==> src/rtl/cpu_clk_ctrl_pkg.sv <==
// Shared types and helpers for the CPU clock-enable controller.
//   clkctl_state_t   : controller modes (RUN, STOP, STEP, HALT)
//   CLKCTL_SEL_W     : width of the speed-select input
//   clkctl_clamp_sel : clamps a speed select to the legal shift range
package cpu_clk_ctrl_pkg;

    localparam int CLKCTL_SEL_W = 3;

    typedef enum logic [1:0] {
        CLK_RUN  = 2'd0,
        CLK_STOP = 2'd1,
        CLK_STEP = 2'd2,
        CLK_HALT = 2'd3
    } clkctl_state_t;

    // Shift amount s = min(sel, div_w-1); keeps at least one divider bit
    // in the tick mask so the fastest period is 2 cycles.
    function automatic logic [5:0] clkctl_clamp_sel(
        input logic [CLKCTL_SEL_W-1:0] sel,
        input int                      div_w
    );
        logic [5:0] result;
        if (int'(sel) > div_w - 1) begin
            result = 6'(div_w - 1);
        end else begin
            result = 6'(sel);
        end
        return result;
    endfunction

endpackage

==> src/rtl/cpu_clk_ctrl_btn_debounce.sv <==
// Push-button conditioner: 2-flop synchronizer, debounce counter and a
// registered one-cycle press pulse on the debounced 0->1 transition.
// Ports:
//   clk, reset : system clock, synchronous active-high reset
//   btn_i      : raw asynchronous button, active-high
//   level_o    : debounced button level
//   press_o    : one-cycle pulse on debounced rising edge
module btn_debounce #(
    parameter int DEB_W = 16
) (
    input  logic clk,
    input  logic reset,
    input  logic btn_i,
    output logic level_o,
    output logic press_o
);

    logic             r_sync1;
    logic             r_sync2;
    logic             r_level;
    logic             r_level_d;
    logic             r_press;
    logic [DEB_W-1:0] r_cnt;

    always_ff @(posedge clk) begin
        if (reset) begin
            // Synchronizer and level start high so a button held through
            // reset produces no event until it is released and re-pressed.
            r_sync1   <= 1'b1;
            r_sync2   <= 1'b1;
            r_level   <= 1'b1;
            r_level_d <= 1'b1;
            r_press   <= 1'b0;
            r_cnt     <= '0;
        end else begin
            r_sync1 <= btn_i;
            r_sync2 <= r_sync1;

            // Level follows only after 2^DEB_W consecutive mismatching samples.
            if (r_sync2 == r_level) begin
                r_cnt <= '0;
            end else if (&r_cnt) begin
                r_level <= r_sync2;
                r_cnt   <= '0;
            end else begin
                r_cnt <= r_cnt + 1'b1;
            end

            r_level_d <= r_level;
            r_press   <= r_level & ~r_level_d;
        end
    end

    assign level_o = r_level;
    assign press_o = r_press;

endmodule

==> src/rtl/cpu_clk_ctrl.sv <==
// CPU clock-enable controller: selectable-speed divider, run/stop and
// single-step modes from debounced buttons, and a sticky halt state.
// Ports:
//   clk, reset  : system clock, synchronous active-high reset
//   run_btn_i   : raw run/stop toggle button
//   step_btn_i  : raw single-step button
//   div_sel_i   : speed select, period = 2^(DIV_W - min(sel, DIV_W-1))
//   halt_i      : CPU halt request (sticky until reset)
//   clk_en_o    : registered one-cycle CPU clock enable
//   running_o   : controller in RUN
//   halted_o    : controller in HALT
//   blink_o     : status LED, active-high
module cpu_clk_ctrl
    import cpu_clk_ctrl_pkg::*;
#(
    parameter int DIV_W     = 19,
    parameter int DEB_W     = 16,
    parameter bit START_RUN = 1'b1
) (
    input  logic                    clk,
    input  logic                    reset,
    input  logic                    run_btn_i,
    input  logic                    step_btn_i,
    input  logic [CLKCTL_SEL_W-1:0] div_sel_i,
    input  logic                    halt_i,
    output logic                    clk_en_o,
    output logic                    running_o,
    output logic                    halted_o,
    output logic                    blink_o
);

    logic             w_run_press;
    logic             w_step_press;
    logic [1:0]       w_unused_levels;
    logic [DIV_W-1:0] r_cnt;
    logic [DIV_W-1:0] w_mask;
    logic [5:0]       w_shift;
    logic             w_tick;
    clkctl_state_t    r_state;
    clkctl_state_t    w_state_nxt;
    logic             r_clk_en;
    logic             w_clk_en_nxt;

    btn_debounce #(.DEB_W(DEB_W)) u_run_btn (
        .clk     (clk),
        .reset   (reset),
        .btn_i   (run_btn_i),
        .level_o (w_unused_levels[0]),
        .press_o (w_run_press)
    );

    btn_debounce #(.DEB_W(DEB_W)) u_step_btn (
        .clk     (clk),
        .reset   (reset),
        .btn_i   (step_btn_i),
        .level_o (w_unused_levels[1]),
        .press_o (w_step_press)
    );

    // Tick when the low (DIV_W - s) counter bits are all zero. Because the
    // mask is applied to a free-running counter, a select change only
    // stretches or shortens the period in flight.
    assign w_shift = clkctl_clamp_sel(div_sel_i, DIV_W);
    assign w_mask  = {DIV_W{1'b1}} >> w_shift;
    assign w_tick  = ((r_cnt & w_mask) == '0);

    always_ff @(posedge clk) begin
        if (reset) begin
            r_state  <= START_RUN ? CLK_RUN : CLK_STOP;
            r_clk_en <= 1'b0;
            r_cnt    <= '0;
        end else begin
            r_state  <= w_state_nxt;
            r_clk_en <= w_clk_en_nxt;
            r_cnt    <= r_cnt + 1'b1;
        end
    end

    always_comb begin
        w_state_nxt  = r_state;
        w_clk_en_nxt = 1'b0;
        case (r_state)
            CLK_RUN: begin
                // Halt wins over the tick so no enable escapes on the halt cycle.
                if (halt_i) begin
                    w_state_nxt = CLK_HALT;
                end else if (w_run_press) begin
                    w_state_nxt = CLK_STOP;
                end else begin
                    w_clk_en_nxt = w_tick;
                end
            end
            CLK_STOP: begin
                if (halt_i) begin
                    w_state_nxt = CLK_HALT;
                end else if (w_run_press) begin
                    w_state_nxt = CLK_RUN;
                end else if (w_step_press) begin
                    w_state_nxt = CLK_STEP;
                end
            end
            CLK_STEP: begin
                w_clk_en_nxt = 1'b1;
                w_state_nxt  = CLK_STOP;
            end
            CLK_HALT: begin
                w_state_nxt = CLK_HALT;
            end
            default: begin
                w_state_nxt = CLK_STOP;
            end
        endcase
    end

    always_comb begin
        blink_o = 1'b1;
        case (r_state)
            CLK_RUN:  blink_o = r_cnt[DIV_W-1];
            CLK_HALT: blink_o = r_cnt[DIV_W-3];
            default:  blink_o = 1'b1;
        endcase
    end

    assign clk_en_o  = r_clk_en;
    assign running_o = (r_state == CLK_RUN);
    assign halted_o  = (r_state == CLK_HALT);

endmodule

==> config.mk <==
export PLATFORM = sky130hd
export DESIGN_NAME = cpu_clk_ctrl
export DESIGN_NICKNAME = d
export VERILOG_FILES = /design/src/rtl/cpu_clk_ctrl_pkg.sv /design/src/rtl/cpu_clk_ctrl_btn_debounce.sv /design/src/rtl/cpu_clk_ctrl.sv
export SDC_FILE = /design/constraint.sdc
export NUM_CORES = 1
export LEC_CHECK = 0
export BUFFER_PORTS_ARGS = -buffer_cell sky130_fd_sc_hd__buf_2
export CAP_MARGIN = 20
export CORE_UTILIZATION = 60
export DETAILED_ROUTE_END_ITERATION = 7
export PLACE_DENSITY = 0.78
export SLEW_MARGIN = 20
export SYNTH_ARGS = -nofsm -noshare
export SYNTH_HDL_FRONTEND = slang
export SYNTH_SLANG_ARGS = --single-unit
==> constraint.sdc <==
create_clock -name clk -period 1.85 [get_ports clk]
set_input_delay 0.0925 -clock clk [delete_from_list [all_inputs] [get_ports clk]]
set_output_delay 0.0925 -clock clk [all_outputs]
set_load 0.02 [all_outputs]
==> results, run 1 <==
- The flow ran to the end, but the final reports show violations.
- The final reports fail on design-rule violations.
- The detail route stage leaves a number of antenna-violating nets equal to 0.
- The worst clock skew is 0.00962 ns.
- Once placement completed, the tool counted placed cells totaling 391.
- The initial core utilization is 0.637.
- The count of final max-slew check failures is 0.
- The via count of the first global-routing pass came to 2187.
- Leaving out filler cells and counting taps, the final layout contains 409.
- The kind of path behind the tightest hold check is input pin to flop.
- In the global route stage, overall resource usage came out at 0.230.
- In the final layout, the share of cells above drive strength 1 is 0.146.
- Clock tree synthesis found a total of 64 sinks.
- The proportion of power drawn by flip-flops and latches is 0.497.
- The count of boundary I/O pins is 12.
- The floorplan step defined a die boundary enclosing 5000 um^2.
- The tool flagged a number of max-cap violations equal to 0.
- The detail-routed net length per standard cell is 12.4 um.
- The first detailed-routing pass took 6 iterations.
- Of the total power, the share spent switching nets is 0.257.
- The static leakage is 1.07 nW.
- The shortest period the worst path allows is 1.72 ns.
- The switching power is 0.748 mW.
- Setup total negative slack on the finished layout was measured at 0 ns.
- Relative to the synthesized area, the layout overhead comes to 13.9%.
- The arrival time at the worst endpoint is 1.94 ns.
- From bottom edge to top edge, the die measures 70.7 um.
- Based on the critical path, the design can be clocked at up to 0.583 GHz.
- The count of flip-flops with a built-in enable after synthesis is 0.
- The first routing iteration left 156 violations.
- The number of instances in the synthesized netlist is 322.
- The number of library cell types mapped by synthesis is 45.
- The internal portion of the total power is 2.17 mW.
- The clock latency on the worst-skew pair is 0.34 ns.
- The synthesis-stage register bit count is 64.
- For this run, design rule violations remaining after detail routing come to 6.
- Headroom to the max-slew limit came out at 0.680.
- During placement, the flow inserted port buffers numbering 11.
- Setup repair after global routing left no endpoint under its margin.
- The H-tree level count is 3.
- Routability-driven placement finished with a final weighted congestion of 0.794.
- Measured on the finished design, the core utilization comes to 0.726.
- The root buffer cell is sky130_fd_sc_hd__clkbuf_8.
- Gates resized during post-CTS repair numbered 0.
- The combinational cell fraction of total power is 0.129.
- The sequential cell area is 1280 um^2.
- Of the total power, the clock network draws 0.374.
- In this run the worst path has a maximum fanout of 4.
- The final global-route overflow total is 0.
- The wire length reported by the detailed router is 5.08 mm.
- The worst-case vdd ir drop is 0.000553 V.
- The routed layout has 2228 vias.
- The number of nets in the synthesized netlist is 338.
- The classification of the worst setup path is flop to flop.
- Entering global routing, the biggest net connects 30 pins.
- The synthesized area per cell is 8.80 um^2.
- The standard cell core area is 4440 um^2.
- The area used by multi-input combinational logic is 1460 um^2.
- At the pin with the least slew margin, the transition time is 0.468 ns.
- The number of failing hold endpoints at the final stage is 0.
- The sequential-to-total area share from yosys stat is 0.452.
- The longest clock path from root to sink contains 2 buffers.
- Buffers inserted during clock tree synthesis total 9.
- The antenna diode count is 0.
- The total of fill cells in the finished design is 354.
- The first-pass GRT wire length is 9.14 mm.
- The worst setup path is launched from a flop.
- The cell area after technology mapping is 2830 um^2.
- TritonCTS built the clock tree.
- The clock-pin slew of the registers on the worst-case setup and hold paths is 0.07 ns.
- For this design the ratio of total power to cell area is 904 nW/um^2.
- The average via count per standard cell is 5.45.
- The prevailing post-synth register cell is sky130_fd_sc_hd__dfxtp_1.
- The total setup violations reported at the end of the flow is 0.
- The final layout net count is 368.
- STA puts the critical path data required time at 2.07 ns.
- The total number of yosys warnings is 0.
- After floorplanning, the core was divided into 24 placement rows.
- The width of the die is 70.7 um.
- The number of antenna violations at the first check in global routing is 0.
- The worst setup path is captured at a flop.
- The proportion of synthesized flip-flops having asynchronous set or reset is 0.
- The final period utilization is 0.927.
- The placed wire-length estimate is 3.46 mm.
-- per-layer routing --
metal / global-route usage / share of wire / vias up / wire length [um]
li1: - / - / 1162 / -
met1: 0.276 / 0.48 / 1027 / 2430
met2: 0.393 / 0.47 / 30 / 2400
met3: 0.0427 / 0.030 / 9 / 150
met4: 0.120 / 0.019 / 0 / 99
met5: 0 / 0 / - / 0
-- power groups by stage --
stage,registers (mW),logic (mW),clock network (mW)
floorplan,1.48,0.265,0
global placement,1.48,0.359,0
detailed placement,1.48,0.376,0
CTS,1.45,0.381,1.12
global route,1.45,0.423,1.18
finish,1.45,0.375,1.09
-- logic make-up (layout without fill, tap and decap cells) --
kind of cell / Yosys count / after routing / share of synthesized area
compound gates: 29 / 29 / 0.0667
fa+ha+maj: 8 / 8 / 0.0353
simple gates: 158 / 158 / 0.285
xor+xnor: 39 / 39 / 0.121
mux: 2 / 2 / 0.00795
buf+inv: 22 / 57 / 0.0318
flops: 64 / 64 / 0.452
-- synthesized netlist by cell type (2+ instances only) --
library cell / instances / share of area
sky130_fd_sc_hd__mux2_1: 2 / 0.0079
sky130_fd_sc_hd__buf_2: 3 / 0.0053
sky130_fd_sc_hd__or3_1: 4 / 0.0088
sky130_fd_sc_hd__or2_2: 6 / 0.013
sky130_fd_sc_hd__ha_1: 8 / 0.035
sky130_fd_sc_hd__nor2_1: 59 / 0.078
sky130_fd_sc_hd__or4_4: 2 / 0.0079
sky130_fd_sc_hd__a21oi_1: 8 / 0.014
sky130_fd_sc_hd__nor3_1: 12 / 0.021
sky130_fd_sc_hd__nand3_1: 17 / 0.030
sky130_fd_sc_hd__inv_1: 14 / 0.019
sky130_fd_sc_hd__nand2_1: 18 / 0.024
sky130_fd_sc_hd__clkbuf_1: 4 / 0.0053
sky130_fd_sc_hd__dfxtp_1: 64 / 0.45
sky130_fd_sc_hd__o21ai_0: 6 / 0.011
sky130_fd_sc_hd__nand2b_1: 2 / 0.0044
sky130_fd_sc_hd__nor4_1: 12 / 0.027
sky130_fd_sc_hd__xnor2_1: 33 / 0.10
sky130_fd_sc_hd__a221o_1: 2 / 0.0071
sky130_fd_sc_hd__nand4_1: 10 / 0.022
sky130_fd_sc_hd__xor2_1: 6 / 0.019
sky130_fd_sc_hd__nor3b_1: 2 / 0.0053
sky130_fd_sc_hd__a211oi_1: 2 / 0.0053
sky130_fd_sc_hd__nor2b_1: 5 / 0.011
-- critical path: stages, from the launching register on --
cell	delay, ns
sky130_fd_sc_hd__dfxtp_1	0.38
sky130_fd_sc_hd__ha_1	0.22
sky130_fd_sc_hd__nand2_1	0.11
sky130_fd_sc_hd__nor4_2	0.43
sky130_fd_sc_hd__nand3_1	0.15
sky130_fd_sc_hd__mux2_1	0.32
-- what timing repair did --
action / in CTS / in global routing
buffers inserted: 0 / 0
hold buffers: 2 / 0
hold endpoints to repair: 2 / 0
-- path summary, 6_finish.rpt --
check | from | to | slack [ns] | cells past startpoint
min | div_sel_i[2] | clk_en_o$_SDFF_PP0_ | 0.11 | 3
max | r_cnt[0]$_SDFF_PP0_ | r_cnt[18]$_SDFF_PP0_ | 0.13 | 5
max reg2reg | r_cnt[0]$_SDFF_PP0_ | r_cnt[18]$_SDFF_PP0_ | 0.13 | 5
min reg2reg | u_step_btn.r_level_d$_SDFF_PP1_ | u_step_btn.press_o$_SDFF_PP0_ | 0.40 | 1
-- flip-flops by register name (all words and copies together), names as in the netlist, 2 cells and up --
signal,cells
r_cnt,19
u_run_btn.r_cnt,16
u_step_btn.r_cnt,16
r_state,2
-- per-stage QoR --
| stage | total power [mW] | area [um^2] | hold slack [ns] | setup WS, ns |
|---|---|---|---|---|
| 2_1_floorplan | 1.75 | 2830 | 0.196 | 0.159 |
| 5_1_grt | 3.06 | 3230 | 0.163 | 0.0316 |
| 3_5_place_dp | 1.86 | 3020 | 0.280 | 0.153 |
| 3_3_place_gp | 1.84 | 3020 | 0.275 | 0.166 |
| 6_report | 2.92 | 3230 | 0.108 | 0.134 |
| 4_1_cts | 2.95 | 3230 | 0.101 | 0.139 |
-- cells in the final DEF (no fill, tap or decap), types with 2 or more instances in the layout --
master,Yosys,final
sky130_fd_sc_hd__xor2_1,6,6
sky130_fd_sc_hd__nor2b_1,5,5
sky130_fd_sc_hd__nand4_1,10,10
sky130_fd_sc_hd__or2_2,6,6
sky130_fd_sc_hd__a221o_1,2,2
sky130_fd_sc_hd__clkbuf_1,4,2
sky130_fd_sc_hd__dfxtp_1,64,64
sky130_fd_sc_hd__a21oi_1,8,8
sky130_fd_sc_hd__nand2b_1,2,2
sky130_fd_sc_hd__dlygate4sd3_1,0,2
sky130_fd_sc_hd__a211oi_1,2,2
sky130_fd_sc_hd__o21ai_0,6,6
sky130_fd_sc_hd__ha_1,8,8
sky130_fd_sc_hd__mux2_1,2,2
sky130_fd_sc_hd__inv_1,14,14
sky130_fd_sc_hd__or3_1,4,4
sky130_fd_sc_hd__nand3_1,17,17
sky130_fd_sc_hd__nor3b_1,2,2
sky130_fd_sc_hd__clkbuf_8,0,12
sky130_fd_sc_hd__nor3_1,12,12
sky130_fd_sc_hd__or4_4,2,2
sky130_fd_sc_hd__nand2_1,18,18
sky130_fd_sc_hd__nor2_1,59,59
sky130_fd_sc_hd__buf_2,3,11
sky130_fd_sc_hd__nor4_1,12,12
sky130_fd_sc_hd__xnor2_1,33,33
sky130_fd_sc_hd__buf_4,1,14
-- final cells by class --
class | instances | area share
Clock buffer | 14 | 0.0535
Clock inverter | 2 | 0.00388
Inverter | 14 | 0.0163
Multi-Input combinational cell | 236 | 0.453
Sequential cell | 64 | 0.397
Tap cell | 52 | 0.0202
Timing Repair Buffer | 27 | 0.0559
Note: power is estimated with default switching activity, not from simulation.
==> inputs of run 2 (changes only) <==
--- a/config.mk
+++ b/config.mk
@@ -12,2 +12,3 @@
 export PLACE_DENSITY = 0.78
+export SETUP_SLACK_MARGIN = 0.3
 export SLEW_MARGIN = 20
==> constraint.sdc (replaced) <==
create_clock -name clk -period 1.85 [get_ports clk]
set_input_delay 0.555 -clock clk [delete_from_list [all_inputs] [get_ports clk]]
set_output_delay 0.555 -clock clk [all_outputs]
set_load 0.02 [all_outputs]
==> run 2 against run 1 <==
Net effect:
- the flow finishes with violations (design-rule violations, negative setup slack)
- setup slack worse by 0.24 ns
- clock power increased by 9%
- sequential power about the same
- total power increased by 12%
- final area rose by 16%
- largest cell class unchanged
- first-iteration DRC count grew 33%
- register-to-register slack better by 0.03 ns
- flip-flop and latch count is the same
- global-route usage is 1.3 points higher
==> results, run 2 (synthesis gave the netlist of run 1 again) <==
- The setup slack at placement came to 0.164 ns (+0.0105 ns).
- The number of remaining DRC errors is 4 (-2).
- The placer's final routability congestion estimate is 0.808 (+1.8%).
- The detail-routed net length per standard cell came to 15.8 um (+27%).
- The sum of buffers and inverters on the critical path was 2 (+2).
- The antenna diode count is 0 (unchanged).
- The placed wire-length estimate is 3.44 mm (-0.71%).
- Among all stages on the critical path, the largest delay is contributed by sky130_fd_sc_hd__dfxtp_2.
- The startpoint identified for the worst register-to-register timing path is u_run_btn.r_cnt[0]$_SDFF_PP0_.
- The standard cell core area is 4440 um^2 (unchanged).
- The final layout net count is 380 (+3.3%).
- The required arrival time at the worst endpoint is 1.29 ns (-0.78 ns).
- The number of routed nets with antenna violations came to 0 (unchanged).
- The run finished, with violations left.
- The count of final max-slew check failures is 0 (unchanged).
- The clock latency on the worst-skew pair is 0.34 ns (about the same).
- The finished layout cell area is 3730 um^2 (+16%).
- The signal on the critical path passes through inv_2, ha_4, a221o_1, buf_6.
- The maximum clock frequency is 0.512 GHz (-12%).
- The sequential cell area came to 1350 um^2 (+5.4%).
- The detailed router's first-iteration violation count is 208 (+33%).
- The startpoint class of the critical path is a flop.
- The total of fill cells in the finished design is 258 (-27%).
- The worst clock skew is 0.00775 ns (-0.00187 ns).
- The number of antenna violations at the first check in global routing came to 0 (unchanged).
- The instance count along the most critical hold path is 1 (-2).
- The area used by multi-input combinational logic is 1760 um^2 (+20%).
- The highest net fanout along the worst path is 3 (-1).
- The worst max-slew margin expressed relative to the limit is 0.754 (+0.0742).
- Ranked by flip-flop count, first place goes to r_cnt.
- The worst setup path is captured at an output pin.
- The area of the die was 5000 um^2 (unchanged).
- The leading cell type in the layout, fill and taps excluded is sky130_fd_sc_hd__nor2_1.
- The arrival time at the worst endpoint is 1.40 ns (-0.54 ns).
- The total setup violations reported at the end of the flow is 1 (+1).
- The clock buffer count from CTS is 9 (unchanged).
- The sink of the worst hold path is u_run_btn.press_o$_SDFF_PP0_.
- The number of failing hold endpoints at the final stage is 0 (unchanged).
- The via count of the first global-routing pass came to 2125 (-2.8%).
- The kind of path behind the tightest hold check is flop to flop.
- The worst-case vdd ir drop is 0.000679 V (+23%).
- The shortest period the worst path allows is 1.95 ns (+0.238 ns).
- The static leakage came to 1.27 nW (+18%).
- The setup slack of the critical path after layout is -0.104 ns (-0.238 ns).
- The wire length reported by the detailed router is 6.63 mm (+30%).
- The critical path's largest stage delay is 0.35 ns (-0.08 ns).
- The minimum hold slack is 0.385 ns (+0.277 ns).
- The internal reg-to-reg setup slack came to 0.16 ns (+0.03 ns).
- The number of buffers on the longest clock path came to 2 (unchanged).
- The number of cell rows is 24 (unchanged).
- CTS placed an instance of sky130_fd_sc_hd__clkbuf_8 at the clock tree root.
- The final global-route overflow total is 0 (unchanged).
- In the layout the commonest cells are sky130_fd_sc_hd__nor2_1 (44), sky130_fd_sc_hd__dfxtp_1 (37), sky130_fd_sc_hd__xnor2_1 (33), sky130_fd_sc_hd__buf_4 (24), sky130_fd_sc_hd__nand2_1 (17).
- The checks that failed: design-rule violations, negative setup slack.
- The sum of negative setup slack is -0.104 ns (-0.104 ns).
- The total of hold buffers inserted after clock tree synthesis is 0 (-2).
- The area growth from synthesis to layout is 31.7%.
- On the critical path the largest part of the delay comes from flip-flops.
- The H-tree level count is 3 (unchanged).
- The final period utilization is 1.06 (+0.129).
- The initial core utilization is 0.637 (unchanged).
- The origin of the worst min-delay path is u_run_btn.r_level_d$_SDFF_PP1_.
- The count of buffers from port buffering is 11 (unchanged).
- The first-pass GRT wire length is 9.43 mm (+3.2%).
- The classification of the worst setup path is flop to output pin.
- The post-placement cell area is 3070 um^2 (+1.6%).
- The CTS sink count came to 64 (unchanged).
- The length of the first detailed-routing pass in iterations was 7 (+1).
- The largest net degree at the start of global routing is 17 (-43%).
- The largest registers in the layout are r_cnt: 19 flops, u_run_btn.r_cnt: 16 flops, u_step_btn.r_cnt: 16 flops.
- The endpoint identified for the worst register-to-register timing path is u_run_btn.r_cnt[10]$_SDFF_PP0_.
- TritonCTS built the clock tree.
- The average via count per standard cell is 5.80 (+6.4%).
- The total via count in the routed design came to 2441 (+9.6%).
- The number of violations of the max-capacitance limit is 0 (unchanged).
- The count of boundary I/O pins is 12 (unchanged).
- The number of cell instances on the worst register-to-register path is 6 (+1).
- The floorplan die height is 70.7 um (unchanged).
- The power density over the cells is 876 nW/um^2 (-3.0%).
- The layout cell share with drive strength beyond 1 is 0.352 (+0.207).
- The clock-pin slew of the registers on the worst-case setup and hold paths is 0.07 ns (about the same).
- The width of the die is 70.7 um (unchanged).
- The transition time at the pin with the least slew margin is 0.365 ns (-0.103 ns).
- The flip-flop count of the largest register, all copies and words added is 19 (unchanged).
- Setup repair after global routing could not meet its margin everywhere.
- The global-route usage over all layers came to 0.243 (+0.0127).
## run 2: cell types whose count changed in the layout (fill, tap and decap cells not counted), sizes merged
cell	change
buf	+14
bufinv	+1
clkbuf	-1
clkinv	+1
clkinvlp	-1
dlygate4sd3	-2
## run 2: layout make-up
cell class | instances | area share
Multi-Input combinational cell | 236 | 0.471
Sequential cell | 64 | 0.362
Timing Repair Buffer | 39 | 0.0825
Clock buffer | 13 | 0.0426
Tap cell | 52 | 0.0174
Inverter | 14 | 0.0141
Clock inverter | 3 | 0.0107
## run 2: metrics by stage
step           power, mW   util  std cells
6_report            3.27  0.840        421
5_1_grt             3.40  0.840        421
4_1_cts             3.17  0.764        412
3_5_place_dp        1.90  0.690        386
3_3_place_gp        1.88  0.690        386
2_1_floorplan       1.78      -        322
## run 2: worst max-delay path by stage
stage / start / endpoint / slack [ns] / depth (start not counted)
2_1_floorplan: u_run_btn.r_cnt[6]$_SDFF_PP0_ / u_run_btn.level_o$_SDFFE_PP1P_ / 0.24 / 4
3_3_place_gp: r_state[0]$_SDFFE_PP0P_ / blink_o / 0.21 / 4
3_5_place_dp: r_state[0]$_SDFFE_PP0P_ / blink_o / 0.16 / 4
4_1_cts: r_state[1]$_SDFFE_PP0P_ / blink_o / -0.12 / 4
5_1_grt: r_state[1]$_SDFFE_PP0P_ / blink_o / -0.14 / 4
6_report: r_state[1]$_SDFFE_PP0P_ / blink_o / -0.10 / 4
## run 2: timing repair
item | in CTS | in global routing
setup endpoints to repair | 39 | 44
setup buffers | 10 | 9
resized for setup | 22 | 72
pin swaps | 6 | 7
## run 2: per-layer routing
metal  global-route usage  wire length, um
met2                0.407             3380
met3               0.0826              342
met1                0.291             2780
met5                    0                0
met4               0.0867              133
## run 2: where the power goes
group | leakage, nW | total [mW] | internal, mW | switching (mW)
clock | 0.103 | 1.19 | 0.692 | 0.499
combinational | 0.628 | 0.636 | 0.332 | 0.305
sequential | 0.535 | 1.44 | 1.41 | 0.0364
## run 2: worst reg2reg max path, cell delays in order (launching register included)
cell and delay (ns):
sky130_fd_sc_hd__dfxtp_4 0.39, sky130_fd_sc_hd__ha_4 0.17, sky130_fd_sc_hd__nand3_2 0.10, sky130_fd_sc_hd__or4_4 0.47
sky130_fd_sc_hd__o21ai_4 0.16, sky130_fd_sc_hd__buf_12 0.22, sky130_fd_sc_hd__nor2_4 0.07
==> inputs of run 3 (changes only) <==
- ABC_AREA: unset -> 1
- CORE_UTILIZATION: 60 -> 61
- PLACE_DENSITY: 0.78 -> 0.79
==> run 3 against run 2 <==
Net effect:
- the run now ends clean
- wire length is 8.6% lower
- core utilization down 9.5 points
- clock power shrank 5%
- final cell count rose by 25%
- via count up 9.3%
- setup slack improved by 0.13 ns
- count of clock-buffer cells in the layout shrank 4
- critical endpoint unchanged
==> results, run 3 <==
- The clock-pin slew of the registers on the worst-case setup and hold paths is 0.07 ns (about the same).
- The standard cell core area was 4750 um^2 (+7.0%).
- The detail-routed net length per standard cell is 11.5 um (-27%).
- The maximum clock frequency is 0.548 GHz (+7.0%).
- The slowest stage of the critical path belongs to the cell sky130_fd_sc_hd__dfxtp_2.
- The run finished with clean final reports.
- TritonCTS built the clock tree.
- The largest registers in the layout are r_cnt: 19 flops, u_run_btn.r_cnt: 16 flops, u_step_btn.r_cnt: 16 flops.
- The highest net fanout along the worst path is 2 (-1).
- The number of instances in the synthesized netlist is 425 (+32%).
- The clock buffer count from CTS is 9 (unchanged).
- The setup slack at placement is 0.234 ns (+0.0698 ns).
- The internal power of the cells was 2.36 mW (-2.7%).
- The total via count in the routed design is 2669 (+9.3%).
- The final period utilization was 0.987 (-0.0691).
- The combinational cell fraction of total power is 0.213 (+0.018).
- More flip-flops sit in one register than any other, and that register is r_cnt.
- The total of fill cells in the finished design was 374 (+45%).
- The count of boundary I/O pins was 12 (unchanged).
- The synthesized area per cell came to 7.17 um^2 (-19%).
- The placer's final routability congestion estimate is 0.844 (+4.5%).
- The required arrival time at the worst endpoint is 1.29 ns (about the same).
- Setup repair after global routing could not meet its margin everywhere.
- The setup slack of the critical path after layout is 0.0238 ns (+0.128 ns).
- The sequential-to-total area share from yosys stat is 0.421 (-0.0318).
- The transition time at the pin with the least slew margin is 0.325 ns (-0.0404 ns).
- The number of routed nets with antenna violations came to 0 (unchanged).
- The clock latency on the worst-skew pair is 0.33 ns (about the same).
- The detailed router's first-iteration violation count is 125 (-40%).
- The switching power is 0.915 mW (+9.0%).
- The proportion of power drawn by flip-flops and latches came to 0.441 (about the same).
- The instance count along the most critical hold path was 1 (unchanged).
- The clock power share is 0.346 (-0.018).
- Leaving out fill and tap cells, the most frequent cells in the layout are sky130_fd_sc_hd__nand2_1 (89), sky130_fd_sc_hd__nor2_1 (87), sky130_fd_sc_hd__dfxtp_1 (59), sky130_fd_sc_hd__inv_1 (47), sky130_fd_sc_hd__nand3_1 (27).
- The area of the die came to 5280 um^2 (+5.6%).
- The number of failing hold endpoints at the final stage was 0 (unchanged).
- The number of antenna violations at the first check in global routing is 0 (unchanged).
- The initial core utilization came to 0.641 (+0.00340).
- The static leakage is 1.34 nW (+6.1%).
- The number of library cell types mapped by synthesis is 26 (-42%).
- The sort of element at the end of the critical path is an output pin.
- The area growth from synthesis to layout is 16.2%.
- The via count of the first global-routing pass was 2429 (+14%).
- Sorting the synthesized cells by area gives the leading types as sky130_fd_sc_hd__dfxtp_1 (42%), sky130_fd_sc_hd__nand2_1 (11%), sky130_fd_sc_hd__nor2_1 (11%).
- The count of final max-slew check failures is 0 (unchanged).
- The synthesis-stage register bit count is 64 (unchanged).
- The total design power came to 3.28 mW (+0.26%).
- STA classifies the critical path startpoint as a flop.
- The average via count per standard cell came to 5.05 (-13%).
- The worst-case vdd ir drop was 0.000730 V (+7.6%).
- The path class of the tightest hold or removal check is flop to flop.
- The critical path's largest stage delay is 0.34 ns (about the same).
- The CTS sink count was 64 (unchanged).
- The leading area contributor after synthesis is sky130_fd_sc_hd__dfxtp_1.
- The proportion of synthesized flip-flops having asynchronous set or reset is 0 (unchanged).
- The antenna diode count is 0 (unchanged).
- The most common cell in the synthesized netlist is sky130_fd_sc_hd__nand2_1.
- The worst max-slew margin expressed relative to the limit is 0.783 (+0.0284).
- The count of flip-flops with a built-in enable after synthesis is 0 (unchanged).
- The global-route usage over all layers is 0.248 (+0.00531).
- The total met3 wirelength after detailed routing was 232 um (-32%).
- For this run, the leading register cell type out of synthesis is sky130_fd_sc_hd__dfxtp_1.
- Traced cell by cell, the critical path runs through inv_2, ha_4, a21oi_2, o21ai_2, buf_6.
- The power density over the cells is 926 nW/um^2 (+5.7%).
- The largest net degree at the start of global routing came to 17 (unchanged).
- The fraction of post-synthesis cell area in the top cell type by area is 0.421 (-0.0318).
- The first-pass GRT wire length is 10.1 mm (+7.5%).
- After synthesis, the most frequently instantiated cells are sky130_fd_sc_hd__nand2_1 (89), sky130_fd_sc_hd__nor2_1 (87), sky130_fd_sc_hd__dfxtp_1 (64), sky130_fd_sc_hd__inv_1 (50), sky130_fd_sc_hd__nand3_1 (28).
- The H-tree level count is 3 (unchanged).
- The total setup violations reported at the end of the flow is 0 (-1).
- The total number of yosys warnings came to 0 (unchanged).
- The length of the first detailed-routing pass in iterations is 5 (-2).
- The count of buffers from port buffering is 11 (unchanged).
- The number of buffers on the longest clock path is 2 (unchanged).
- The placed wire-length estimate is 4.18 mm (+21%).
- The number of violations of the max-capacitance limit is 0 (unchanged).
- The number of cell rows is 25 (+4.2%).
- Routed signal wires occupy layers up through met4.
- The width of the die is 72.7 um (+2.8%).
- The final layout net count was 473 (+24%).
- The synthesized netlist net count is 441 (+30%).
- The cell area after technology mapping is 3050 um^2 (+7.6%).
- The flip-flop count of the largest register, all copies and words added was 19 (unchanged).
- In this run the clock root is driven by a sky130_fd_sc_hd__clkbuf_8.
- The met2 wire length is 2.84 mm (-16%).
- The floorplan die height was 72.7 um (+2.8%).
- The wire length reported by the detailed router is 6.06 mm (-8.6%).
- The final global-route overflow total was 0 (unchanged).
- The worst clock skew is 0.00836 ns (+0.000603 ns).
- The number of cell instances on the worst register-to-register path is 10 (+4).
- The switching share of total power is 0.279 (+0.0223).
- The arrival time at the worst endpoint is 1.27 ns (-0.13 ns).
- The shortest period the worst path allows is 1.83 ns (-0.128 ns).
- The total of hold buffers inserted after clock tree synthesis is 0 (unchanged).
- The total routed wire length on the met1 layer is 2.88 mm (+3.8%).
- The layout cell share with drive strength beyond 1 came to 0.154 (-0.198).
- The classification of the worst setup path is flop to output pin.
- Leaving out fill and tap cells, the most frequent cell in the layout is sky130_fd_sc_hd__nand2_1.
- The number of remaining DRC errors is 0 (-4).
==> run 3: worst max-delay path, delay by kind of cell (launching register included) <==
| family | cells | cell delay [ns] |
|---|---|---|
| adder cells (fa/ha/maj) | 1 | 0.23 |
| flip-flops | 1 | 0.34 |
| buffers and inverters | 2 | 0.18 |
| AO/OA/AOI/OAI | 2 | 0.19 |
==> run 3: kinds of logic after synthesis <==
family / share of synthesized area
buffers and inverters: 0.0727
XOR/XNOR: 0.0690
adder cells (fa/ha/maj): 0.0329
flip-flops: 0.421
AND/OR/NAND/NOR: 0.338
AO/OA/AOI/OAI: 0.0669
==> run 3: cell type report <==
class	count	area, um^2	share of cell area
clock buffer	9	124	0.0350
clock inverter	6	61.3	0.0173
inverter	50	188	0.0530
multi-input combinational	307	1610	0.455
sequential	64	1290	0.364
tap	67	83.8	0.0237
timing repair buffer	25	186	0.0527
==> run 3: worst paths after layout <==
| check | startpoint | slack [ns] | to |
|---|---|---|---|
| min | u_step_btn.r_level_d$_SDFF_PP1_ | 0.40 | u_step_btn.press_o$_SDFF_PP0_ |
| max reg2reg | r_state[0]$_SDFFE_PP0P_ | 0.33 | r_state[0]$_SDFFE_PP0P_ |
| max | r_state[0]$_SDFFE_PP0P_ | 0.02 | blink_o |
| min reg2reg | u_step_btn.r_level_d$_SDFF_PP1_ | 0.40 | u_step_btn.press_o$_SDFF_PP0_ |
==> run 3: layer usage <==
layer  track usage  up-vias
met2         0.405       44
met1         0.315     1215
li1              -     1402
met5             0        -
met4        0.0828        0
met3        0.0718        8
==> run 3: repair_timing <==
action,4_1_cts,5_1_grt
pin swaps,0,4
resized for setup,18,8
setup endpoints to repair,16,36
setup buffers,5,4
cloned,0,1
==> run 3: power groups by stage <==
stage / clock network, mW / logic [mW] / registers [mW]
2_1_floorplan: 0 / 0.311 / 1.48
3_3_place_gp: 0 / 0.408 / 1.47
3_5_place_dp: 0 / 0.427 / 1.47
4_1_cts: 1.15 / 0.623 / 1.44
5_1_grt: 1.22 / 0.742 / 1.45
6_report: 1.13 / 0.699 / 1.45
==> run 3: per-stage QoR <==
stage	area, um^2	util	hold WS (ns)	cells	setup TNS (ns)
floorplan	3050	-	0.373	425	0
global placement	3200	0.672	0.380	503	0
detailed placement	3200	0.672	0.386	503	0
CTS	3470	0.731	0.389	523	0
global route	3540	0.744	0.396	528	-0.00915
finish	3540	0.744	0.399	528	0
